$ cat config.mk
export PLATFORM = sky130hd
export DESIGN_NAME = mem_stage
export DESIGN_NICKNAME = d
export VERILOG_FILES = /design/src/rtl/rv32i_types.sv /design/src/rtl/mem_stage_lane_gen.sv /design/src/rtl/mem_stage.sv
export SDC_FILE = /design/constraint.sdc
export NUM_CORES = 1
export LEC_CHECK = 0
export ABC_AREA = 0
export CAP_MARGIN = 10
export CORE_AREA = 2 2 218 220
export DETAILED_ROUTE_END_ITERATION = 7
export DIE_AREA = 0 0 220 222
export PLACE_DENSITY_LB_ADDON = 0.12
export SLEW_MARGIN = 20
export SYNTH_ARGS = -nofsm -noshare
export SYNTH_HDL_FRONTEND = slang
export SYNTH_SLANG_ARGS = --single-unit
$ cat constraint.sdc
create_clock -name clk -period 2.8 [get_ports clk]
set_clock_uncertainty 0.15 [all_clocks]
set_input_delay 0.28 -clock clk [delete_from_list [all_inputs] [get_ports clk]]
set_output_delay 0.28 -clock clk [all_outputs]
set_load 0.03 [all_outputs]
$ cat src/rtl/rv32i_types.sv
// rtl/rv32i_types.sv - shared RV32I pipeline types: opcodes, funct3 widths, stage registers, mem FSM state
package rv32i_types;

    typedef enum logic [6:0] {
        op_lui   = 7'b0110111,
        op_auipc = 7'b0010111,
        op_jal   = 7'b1101111,
        op_jalr  = 7'b1100111,
        op_br    = 7'b1100011,
        op_load  = 7'b0000011,
        op_store = 7'b0100011,
        op_imm   = 7'b0010011,
        op_reg   = 7'b0110011
    } rv32i_opcode;

    typedef enum logic [2:0] {
        lb  = 3'b000,
        lh  = 3'b001,
        lw  = 3'b010,
        lbu = 3'b100,
        lhu = 3'b101
    } load_funct3_t;

    typedef enum logic [2:0] {
        sb = 3'b000,
        sh = 3'b001,
        sw = 3'b010
    } store_funct3_t;

    typedef enum logic [0:0] {
        IDLE = 1'b0,
        WAIT = 1'b1
    } mem_state_t;

    typedef struct packed {
        logic        valid;
        logic [31:0] pc;
        logic [31:0] inst;
        rv32i_opcode opcode;
        logic [2:0]  funct3;
        logic [31:0] alu_out;
        logic [31:0] rs2_v;
        logic [3:0]  regfilemux_sel;
        logic        regf_we;
        logic [4:0]  dest_arch;
        logic [4:0]  rs1_s;
        logic [4:0]  rs2_s;
        logic        br_en;
        logic [31:0] u_imm;
    } ex_mem_stage_reg_t;

    typedef struct packed {
        logic        valid;
        logic [31:0] pc;
        logic [31:0] inst;
        rv32i_opcode opcode;
        logic [2:0]  funct3;
        logic [31:0] alu_out;
        logic [31:0] rs2_v;
        logic [3:0]  regfilemux_sel;
        logic        regf_we;
        logic [4:0]  dest_arch;
        logic [4:0]  rs1_s;
        logic [4:0]  rs2_s;
        logic        br_en;
        logic [31:0] u_imm;
        logic [31:0] dmem_addr;
        logic [3:0]  dmem_rmask;
        logic [3:0]  dmem_wmask;
        logic [31:0] dmem_wdata;
    } mem_wb_stage_reg_t;

endpackage

$ cat src/rtl/mem_stage_lane_gen.sv
// rtl/mem_stage_lane_gen.sv - byte-lane mask and store-data alignment for one data-memory access
module mem_lane_gen (
    input  logic [1:0]  size,
    input  logic [1:0]  addr_lo,
    input  logic [31:0] rs2_v,
    input  logic        is_load,
    input  logic        is_store,
    output logic [3:0]  rmask,
    output logic [3:0]  wmask,
    output logic [31:0] wdata
);

    logic [3:0] mask;

    always_comb begin
        mask = 4'b0000;
        case (size)
            2'b00:   mask = 4'b0001 << addr_lo;
            2'b01:   mask = 4'b0011 << {addr_lo[1], 1'b0};
            default: mask = 4'b1111;
        endcase
        rmask = is_load ? mask : 4'b0000;
        wmask = is_store ? mask : 4'b0000;
        wdata = is_store ? (rs2_v << {addr_lo, 3'b000}) : 32'h0;
    end

endmodule

$ cat src/rtl/mem_stage.sv
// rtl/mem_stage.sv - RV32I memory stage: dmem request, outstanding-access freeze, mem_wb register
// Optional misaligned-access suppression with misalign_err port when MEM_MISALIGN_CHECK_EN is defined.
module mem_stage
    import rv32i_types::*;
#(
    parameter int STALL_CNT_W = 32
) (
    input  logic                   clk,
    input  logic                   rst,
    input  ex_mem_stage_reg_t      ex_mem,
    output logic [31:0]            dmem_addr,
    output logic [3:0]             dmem_rmask,
    output logic [3:0]             dmem_wmask,
    output logic [31:0]            dmem_wdata,
    input  logic                   dmem_resp,
    output logic                   freeze_stall,
`ifdef MEM_MISALIGN_CHECK_EN
    output logic                   misalign_err,
`endif
    output mem_wb_stage_reg_t      mem_wb,
    output logic [STALL_CNT_W-1:0] stall_cycles
);

    mem_state_t state, state_next;
    logic       is_load, is_store, mem_op, misaligned, issue;
    logic [3:0] lane_rmask, lane_wmask;
    logic [31:0] lane_wdata;

    assign is_load  = ex_mem.valid && (ex_mem.opcode == op_load);
    assign is_store = ex_mem.valid && (ex_mem.opcode == op_store);
    assign mem_op   = is_load || is_store;

`ifdef MEM_MISALIGN_CHECK_EN
    // funct3[1:0]: 00 byte (never misaligned), 01 half, 1x word
    assign misaligned = mem_op &&
        (((ex_mem.funct3[1:0] == 2'b01) && ex_mem.alu_out[0]) ||
         (ex_mem.funct3[1] && (ex_mem.alu_out[1:0] != 2'b00)));
    assign misalign_err = misaligned && !freeze_stall;
`else
    assign misaligned = 1'b0;
`endif

    mem_lane_gen u_lane_gen (
        .size     (ex_mem.funct3[1:0]),
        .addr_lo  (ex_mem.alu_out[1:0]),
        .rs2_v    (ex_mem.rs2_v),
        .is_load  (is_load),
        .is_store (is_store),
        .rmask    (lane_rmask),
        .wmask    (lane_wmask),
        .wdata    (lane_wdata)
    );

    assign freeze_stall = (state == WAIT) && !dmem_resp;
    assign issue        = mem_op && !misaligned && !freeze_stall;

    assign dmem_addr  = {ex_mem.alu_out[31:2], 2'b00};
    assign dmem_rmask = issue ? lane_rmask : 4'b0000;
    assign dmem_wmask = issue ? lane_wmask : 4'b0000;
    assign dmem_wdata = misaligned ? 32'h0 : lane_wdata;

    // A response in WAIT frees the stage; a new request that same cycle keeps us waiting
    always_comb begin
        state_next = state;
        case (state)
            IDLE:    if (issue) state_next = WAIT;
            WAIT:    if (dmem_resp) state_next = issue ? WAIT : IDLE;
            default: state_next = IDLE;
        endcase
    end

    always_ff @(posedge clk) begin
        if (!rst) begin
            state        <= IDLE;
            mem_wb       <= '0;
            stall_cycles <= '0;
        end else begin
            state <= state_next;
            if (freeze_stall) begin
                if (stall_cycles != {STALL_CNT_W{1'b1}})
                    stall_cycles <= stall_cycles + 1'b1;
            end else begin
                mem_wb.valid          <= ex_mem.valid;
                mem_wb.pc             <= ex_mem.pc;
                mem_wb.inst           <= ex_mem.inst;
                mem_wb.opcode         <= ex_mem.opcode;
                mem_wb.funct3         <= ex_mem.funct3;
                mem_wb.alu_out        <= ex_mem.alu_out;
                mem_wb.rs2_v          <= ex_mem.rs2_v;
                mem_wb.regfilemux_sel <= ex_mem.regfilemux_sel;
                mem_wb.regf_we        <= ex_mem.regf_we && !misaligned;
                mem_wb.dest_arch      <= ex_mem.dest_arch;
                mem_wb.rs1_s          <= ex_mem.rs1_s;
                mem_wb.rs2_s          <= ex_mem.rs2_s;
                mem_wb.br_en          <= ex_mem.br_en;
                mem_wb.u_imm          <= ex_mem.u_imm;
                mem_wb.dmem_addr      <= mem_op ? ex_mem.alu_out : 32'h0;
                mem_wb.dmem_rmask     <= dmem_rmask;
                mem_wb.dmem_wmask     <= dmem_wmask;
                mem_wb.dmem_wdata     <= dmem_wdata;
            end
        end
    end

endmodule

Word level (Yosys, flattened, before mapping). Index checks and enable logic that the tools add are counted.

Add/subtract/negate cells: 1. Equality and inequality tests: 4. Shift operators: 3. Multiplexer cells: 10. Bitwise operators: 1. Reduce and logical (&&, ||, !) cells: 9.

Operators with widths (count): $mux 32 (2); $add 32x1->32 const B (1); $ne 32x32->1 const B (1); $shl 32x5->32 (1); $mux 4 (4); $pmux 4 s2 (1); $eq 7x2->1 const B (1); $eq 7x6->1 const B (1); $logic_and 1x1->1 (4); $shl 1x2->4 const A (1); $shl 2x2->4 const A (1); $eq 2x1->1 const B (1); $logic_not 1->1 (2); $logic_not 2->1 (1); $mux 1 (2); $pmux 1 s2 (1); $reduce_and 2->1 (1); $logic_or 1x1->1 (1); $not 1->1 (1).

Register bits after elaboration: 297. Output and inout port bits: 369.

Longest topological paths before layout. Gate-level depths: netlist of the first run.

Depth in word-level cells: 7. Mapped depth: 8. Gate-level depth less buffers: 6.

Hierarchy. From an unflattened synthesis of the first run, not the netlist that was laid out.

Cells, all modules: 1490. Area, all modules: 11681.2 sq um.

By module, submodules not included: mem_stage (instances 1, cells each 1392, area each 10956.8 sq um); mem_lane_gen (instances 1, cells each 98, area each 724.4 sq um).

Worst setup path before layout of the first run. Ideal clock, no wire load.

Kind: register to register. Start point: register stall_cycles[2]. End point: register stall_cycles[31]. Arrival: 2229 ps. Path slack: 351 ps. Cell stages (with the launch flop): 7. Path buffers: 1. Period minus slack after synthesis: 2449 ps. Cells stage by stage: dfxtp_1 > nand4_1 > or4_4 > or2_1 > buf_6 > or4_1 > a21oi_1.

Longest elaborated chain between the ends: 2. Elaborated cells on any way between the ends: 3. Classes of those cells: add/sub: 1; eq/ne: 1; reduce/logical: 1.

RTL lines: start: declaration (line mem_stage.sv:21) `output logic [STALL_CNT_W-1:0] stall_cycles`; start signal: assignment (line mem_stage.sv:81) `stall_cycles <= stall_cycles + 1'b1;`; parallel branches: the longest is 2 deep, another holds $add 32x1->32.

Parallel ways; which one is timed is not known. A chain may end at the register's enable or synchronous reset.

Final worst setup path of the first run.
Start point: input port ex_mem[122] in the netlist's numbering. End point: output port dmem_wdata[8].

Longest elaborated chain between the ends: 3.

RTL lines: start: declaration (line mem_stage.sv:10) `input ex_mem_stage_reg_t ex_mem,`; $eq 7x6->1 (line mem_stage.sv:30) `assign is_store = ex_mem.valid && (ex_mem.opcode == op_store);`; $logic_and 1x1->1 (line mem_stage.sv:30); $mux 32 (line mem_stage_lane_gen.sv:24) `wdata = is_store ? (rs2_v << {addr_lo, 3'b000}) : 32'h0;`; end: declaration (line mem_stage.sv:14) `output logic [31:0] dmem_wdata,`.

Every way passes these cells.

==> impl_metrics.json, run 1 <==
{
  "worst-r2r-cell-count": 6,
  "hpwl_mm": 36.2,
  "drv_slew": 0,
  "slew_headroom_pct": 46.7,
  "cp_num_buf_inv": 4,
  "cts_setup_buffers": 0,
  "grt.total_usage_pct": 19.6,
  "grt_pass1_wl_mm": 73.0,
  "area_growth_pct": 64.8,
  "finalCritPeriodShare_pct": 98.7,
  "firstDrtPassIters": 4,
  "vias": 11900,
  "overflow": 0,
  "gp_congestion": 0.906,
  "vias_per_cell": 4.56,
  "final-hold-violation-count": 0,
  "cts_resized": 2,
  "ctsHoldBuffers": 0,
  "pre_cts_slack_ns": -0.244,
  "finalSetupTns_ns": 0,
  "layout.nets": 2179,
  "yosysSeqAreaShare_pct": 51.7,
  "critPathMaxStageDelay_ns": 0.46,
  "critPathMaxFanout": 16,
  "utilization_pct": 40.9,
  "die_w_um": 220,
  "drc": 0,
  "max_cap_viol_count": 0,
  "cp_cell_sequence": "clkdlybuf4s50_1, nor4b_4, buf_4, nand4_1, buf_4, nor3_1, buf_4",
  "dieArea_um2": 48800,
  "setup_violations": 0,
  "grt_max_degree": 148,
  "ant_nets": 0,
  "worst_pin_slew_ns": 0.800,
  "synth-edff-count": 0,
  "async_reset_ff_share_pct": 0,
  "antenna_found_initial": 2,
  "start_kind": "primary input",
  "cts.sinks": 297,
  "cts_inserted_buffers": 37,
  "arrival_ns": 2.33,
  "p_per_area_nw_per_um2": 562,
  "synth_warnings": 0,
  "fmax_mhz": 362,
  "drive_gt1_share_pct": 8.16,
  "setup_slack_ns": 0.0378,
  "cp_slowest_cell": "clkdlybuf4s50_1",
  "syn-instance-count": 1465,
  "avgSynthCellArea_um2": 7.85,
  "path_depth": 7,
  "hold_class": "in -> reg",
  "cp_common_cell": "buf_4",
  "finalNonFillerCells": 2618,
  "path_clk_slew_ns": 0.05,
  "worstSetupEndpointType": "output port",
  "totalWireLength_mm": 49.7,
  "wl_per_cell_um": 19.0,
  "dp_cells": 2551,
  "yosys_register_bits": 297,
  "portBuffers": 561,
  "netlist_area_um2": 11500,
  "start_util_pct": 24.9,
  "clk_latency_ns": 0.54,
  "synth_flop_cell": "dfxtp_1",
  "rsz0062_at_grt": "true",
  "cts_tree": "done",
  "required_ns": 2.37,
  "hold_depth": 3,
  "pin_count": 564,
  "grt_pass1_vias": 11600,
  "clockBufferDepth": 3,
  "core_um2": 46300,
  "die_y_um": 222,
  "clockRootBuffer": "clkbuf_16",
  "ctsHtreeMaxLevel": 2,
  "leakagePower_nw": 7.29,
  "peakVddDrop_uv": 402,
  "critPathKind": "in -> out",
  "fin_crit_ns": 2.76,
  "synth_cell_types": 50,
  "drtIter0Drc": 675,
  "status": "complete, no violations",
  "rows": 79,
  "path_delay_family": "buffers and inverters"
}
==> kinds of logic after synthesis <==
logic type,after synthesis,share of synthesized area (%)
other,1,0.0326
AND/OR/NAND/NOR,650,24.2
AO/OA/AOI/OAI,346,16.1
XOR/XNOR,4,0.305
multiplexers,20,1.74
buffers and inverters,146,5.88
adder cells (fa/ha/maj),1,0.109
flip-flops,297,51.7
==> state kept, by name, summed over array words and instances (netlist names) <==
name and flops:
mem_wb 264, stall_cycles 32, state 1
==> power breakdown <==
part	switching [mW]	internal [mW]	total (mW)
Clock	1.88	2.93	4.82
Combinational	0.758	0.627	1.39
Sequential	0.0747	4.38	4.45
==> area by class of cell <==
class,instances,area (µm²)
Antenna cell,1,2.50
Clock inverter,11,143
Inverter,8,45.0
Sequential cell,297,5950
Clock buffer,55,1070
Fill cell,4753,27300
Tap cell,607,759
Timing Repair Buffer,616,6070
Multi-Input combinational cell,1023,4910
==> cells in the mapped netlist (all sizes together) (8+ instances only) <==
cell type,instances,area [µm²]
dfxtp,297,5950
buf,40,278
nand2b,8,50.1
nand4,14,87.6
or3,16,100
nand3,25,130
nor3,15,75.1
clkbuf,98,368
and4,8,70.1
o21ai,25,125
nor2b,10,62.6
and2,17,106
mux2i,20,200
a211oi,16,120
nand2,496,1860
nor2,17,63.8
a21oi,282,1410
==> routing by layer <==
metal | vias to the layer above | GRT usage [%] | share of wire, %
met5 | - | 0 | 0.032
met4 | 2 | 6.02 | 2.3
met3 | 65 | 6.16 | 7.9
met2 | 354 | 33.7 | 49
li1 | 5916 | - | -
met1 | 5608 | 23.1 | 41
==> path summary, 6_finish.rpt <==
| check | startpoint | end | slack, ns |
|---|---|---|---|
| min | ex_mem[144] | mem_wb[216] | 0.14 |
| min reg2reg | mem_wb[253] | mem_wb[253] | 0.30 |
| max | ex_mem[122] | dmem_wdata[8] | 0.04 |
| max reg2reg | stall_cycles[2] | stall_cycles[29] | 0.26 |
==> cell usage in the layout, fill, tap and decap left out, types with 8 or more instances in the layout <==
| cell type | instances |
|---|---|
| and2_1 | 16 |
| nand2_1 | 496 |
| o21ai_0 | 25 |
| mux2i_1 | 20 |
| or3_1 | 16 |
| clkbuf_8 | 8 |
| buf_12 | 12 |
| a211oi_1 | 16 |
| buf_4 | 84 |
| dfxtp_1 | 297 |
| clkdlybuf4s50_1 | 518 |
| nor3_1 | 14 |
| and4_1 | 8 |
| a21oi_1 | 282 |
| nor2_1 | 16 |
| nand4_1 | 14 |
| nand3_1 | 24 |
| clkbuf_1 | 10 |
| nor2b_1 | 10 |
| clkbuf_16 | 37 |
==> worst register-to-register path, cell delays in order (launching register included) <==
cell       delay, ns
dfxtp_1         0.44
nand4_1         0.21
or4_4           0.55
a2111oi_1       0.47
buf_4           0.21
nor3b_1         0.22
mux2i_1         0.20
==> through the flow <==
| stage | total power [mW] | cell area [µm²] | hold slack [ns] |
|---|---|---|---|
| after floorplan | 5.17 | 11500 | 0.270 |
| after global placement | 5.93 | 17700 | 0.287 |
| after detailed placement | 5.93 | 17700 | 0.292 |
| after CTS | 10.8 | 18900 | 0.101 |
| after global routing | 11.1 | 18900 | 0.115 |
| final | 10.7 | 18900 | 0.135 |
Note: power is estimated with default switching activity, not from simulation.
==> inputs of run 2 (changes only) <==
Settings changed: DONT_BUFFER_PORTS set to 1.
==> impl_metrics.json, run 2 (synthesized netlist as in run 1, its figures left out) <==
{
  "final-hold-violation-count": 0,
  "wl_per_cell_um": 20.8,
  "cts.sinks": 297,
  "ctsHtreeMaxLevel": 2,
  "status": "complete, no violations",
  "slew_headroom_pct": 34.4,
  "placed_area_um2": 12600,
  "final_cell_mix": "nand2_1, dfxtp_1, a21oi_1",
  "multi_input_area_um2": 4890,
  "path_delay_family": "simple AND/OR/NAND/NOR gates",
  "grt_max_degree": 119,
  "cts_setup_buffers": 0,
  "final-seq-area_um2": 5950,
  "die_y_um": 222,
  "fin_crit_ns": 2.65,
  "final_common_cell": "nand2_1",
  "start_util_pct": 24.9,
  "peakVddDrop_uv": 366,
  "rows": 79,
  "critPathMaxFanout": 11,
  "critPathKind": "in -> out",
  "totalWireLength_mm": 47.7,
  "worst_pin_slew_ns": 0.980,
  "path_clk_slew_ns": 0.06,
  "cp_cell_sequence": "dlygate4sd3_1, nand2b_4, inv_8, or3_1, nor2_1, buf_4",
  "firstDrtPassIters": 5,
  "n_fill_cell": 4867,
  "critPathMaxStageDelay_ns": 0.54,
  "cp_slowest_cell": "dlygate4sd3_1",
  "grt_pass1_vias": 10700,
  "grt.total_usage_pct": 18.6,
  "portBuffers": 0,
  "top_register": "mem_wb",
  "area_growth_pct": 36.9,
  "finalSetupTns_ns": 0,
  "antenna_found_initial": 2,
  "hold_class": "in -> reg",
  "core_um2": 46300,
  "gp_congestion": 0.812,
  "required_ns": 2.37,
  "ant_nets": 0,
  "cts_tree": "done",
  "drv_slew": 0,
  "p_per_area_nw_per_um2": 628,
  "fmax_mhz": 378,
  "setup_violations": 0,
  "hpwl_mm": 32.3,
  "dieArea_um2": 48800,
  "die_w_um": 220,
  "rsz0062_at_grt": "false",
  "grt_pass1_wl_mm": 69.1,
  "stdcell_area_um2": 15700,
  "layout.nets": 1864,
  "finalCritPeriodShare_pct": 94.6,
  "worstSetupEndpointType": "output port",
  "pin_count": 564,
  "cts_inserted_buffers": 36,
  "clk_latency_ns": 0.53,
  "cp_num_buf_inv": 3,
  "vias_per_cell": 4.76,
  "start_kind": "primary input",
  "max_cap_viol_count": 0,
  "drive_gt1_share_pct": 9.69,
  "leakagePower_nw": 6.21,
  "overflow": 0,
  "drtIter0Drc": 666,
  "arrival_ns": 2.22,
  "clockBufferDepth": 3,
  "top_regs": "mem_wb x264, stall_cycles x32, state x1",
  "clockRootBuffer": "clkbuf_16",
  "largest_reg_flops": 264,
  "drc": 0,
  "vias": 10900
}
## run 2: cell count changes in the layout (fill, tap and decap cells not counted), moves of 2 or more
cell,change
buf_12,+6
buf_2,-2
buf_4,+3
bufinv_16,-2
clkbuf_8,-2
clkdlybuf4s50_1,-518
clkinv_2,+3
dlygate4sd3_1,+197
inv_6,-2
## run 2: cell type report
class | instances | area share [%]
antenna | 1 | 0.0159
clock buffer | 53 | 6.64
clock inverter | 9 | 0.461
inverter | 8 | 0.286
multi-input combinational | 1023 | 31.0
sequential | 297 | 37.8
tap | 607 | 4.82
timing repair buffer | 302 | 19.0
## run 2: path summary, 6_finish.rpt
path | from | end | slack [ns] | cells after the start
max | dmem_resp | dmem_rmask[0] | 0.15 | 6
min | ex_mem[63] | mem_wb[18] | 0.04 | 4
max reg2reg | stall_cycles[1] | stall_cycles[29] | 0.35 | 6
min reg2reg | stall_cycles[0] | stall_cycles[0] | 0.38 | 2
## run 2: stage by stage
| stage | power, mW | instances | worst slack [ns] | hold WS (ns) | utilization [%] |
|---|---|---|---|---|---|
| 2_1_floorplan | 5.17 | 1466 | 0.351 | 0.270 | - |
| 4_1_cts | 10.1 | 2299 | 0.0905 | 0.00443 | 34.0 |
| 6_report | 9.89 | 2300 | 0.152 | 0.0428 | 34.0 |
| 5_1_grt | 10.3 | 2300 | 0.0697 | 0.0571 | 34.0 |
| 3_5_place_dp | 5.21 | 2039 | 0.253 | 0.268 | 27.3 |
| 3_3_place_gp | 5.21 | 2039 | 0.305 | 0.262 | 27.3 |
## run 2: tightest hold or removal path, stage by stage
cell,delay (ns)
nand2_1,0.03
o21ai_0,0.15
nand3_1,0.14
a21oi_1,0.07
## run 2: where the power goes
group	total [mW]	switching, mW	internal, mW
registers	4.80	0.419	4.38
logic	0.573	0.275	0.297
clock network	4.52	1.85	2.67
total	9.89	2.54	7.35
## run 2: repair_timing
item | in CTS | in global routing
hold buffers | 198 | 0
endpoints found under the hold margin | 275 | 0
gates resized for setup | 0 | 0
## run 2: per-layer routing
metal / part of all wire, % / GRT usage [%] / vias to the layer above
met2: 47 / 30.5 / 422
met4: 3.7 / 7.45 / 2
met3: 9.2 / 6.97 / 92
met1: 40 / 21.8 / 5155
li1: - / - / 5274
met5: 0.027 / 0 / -
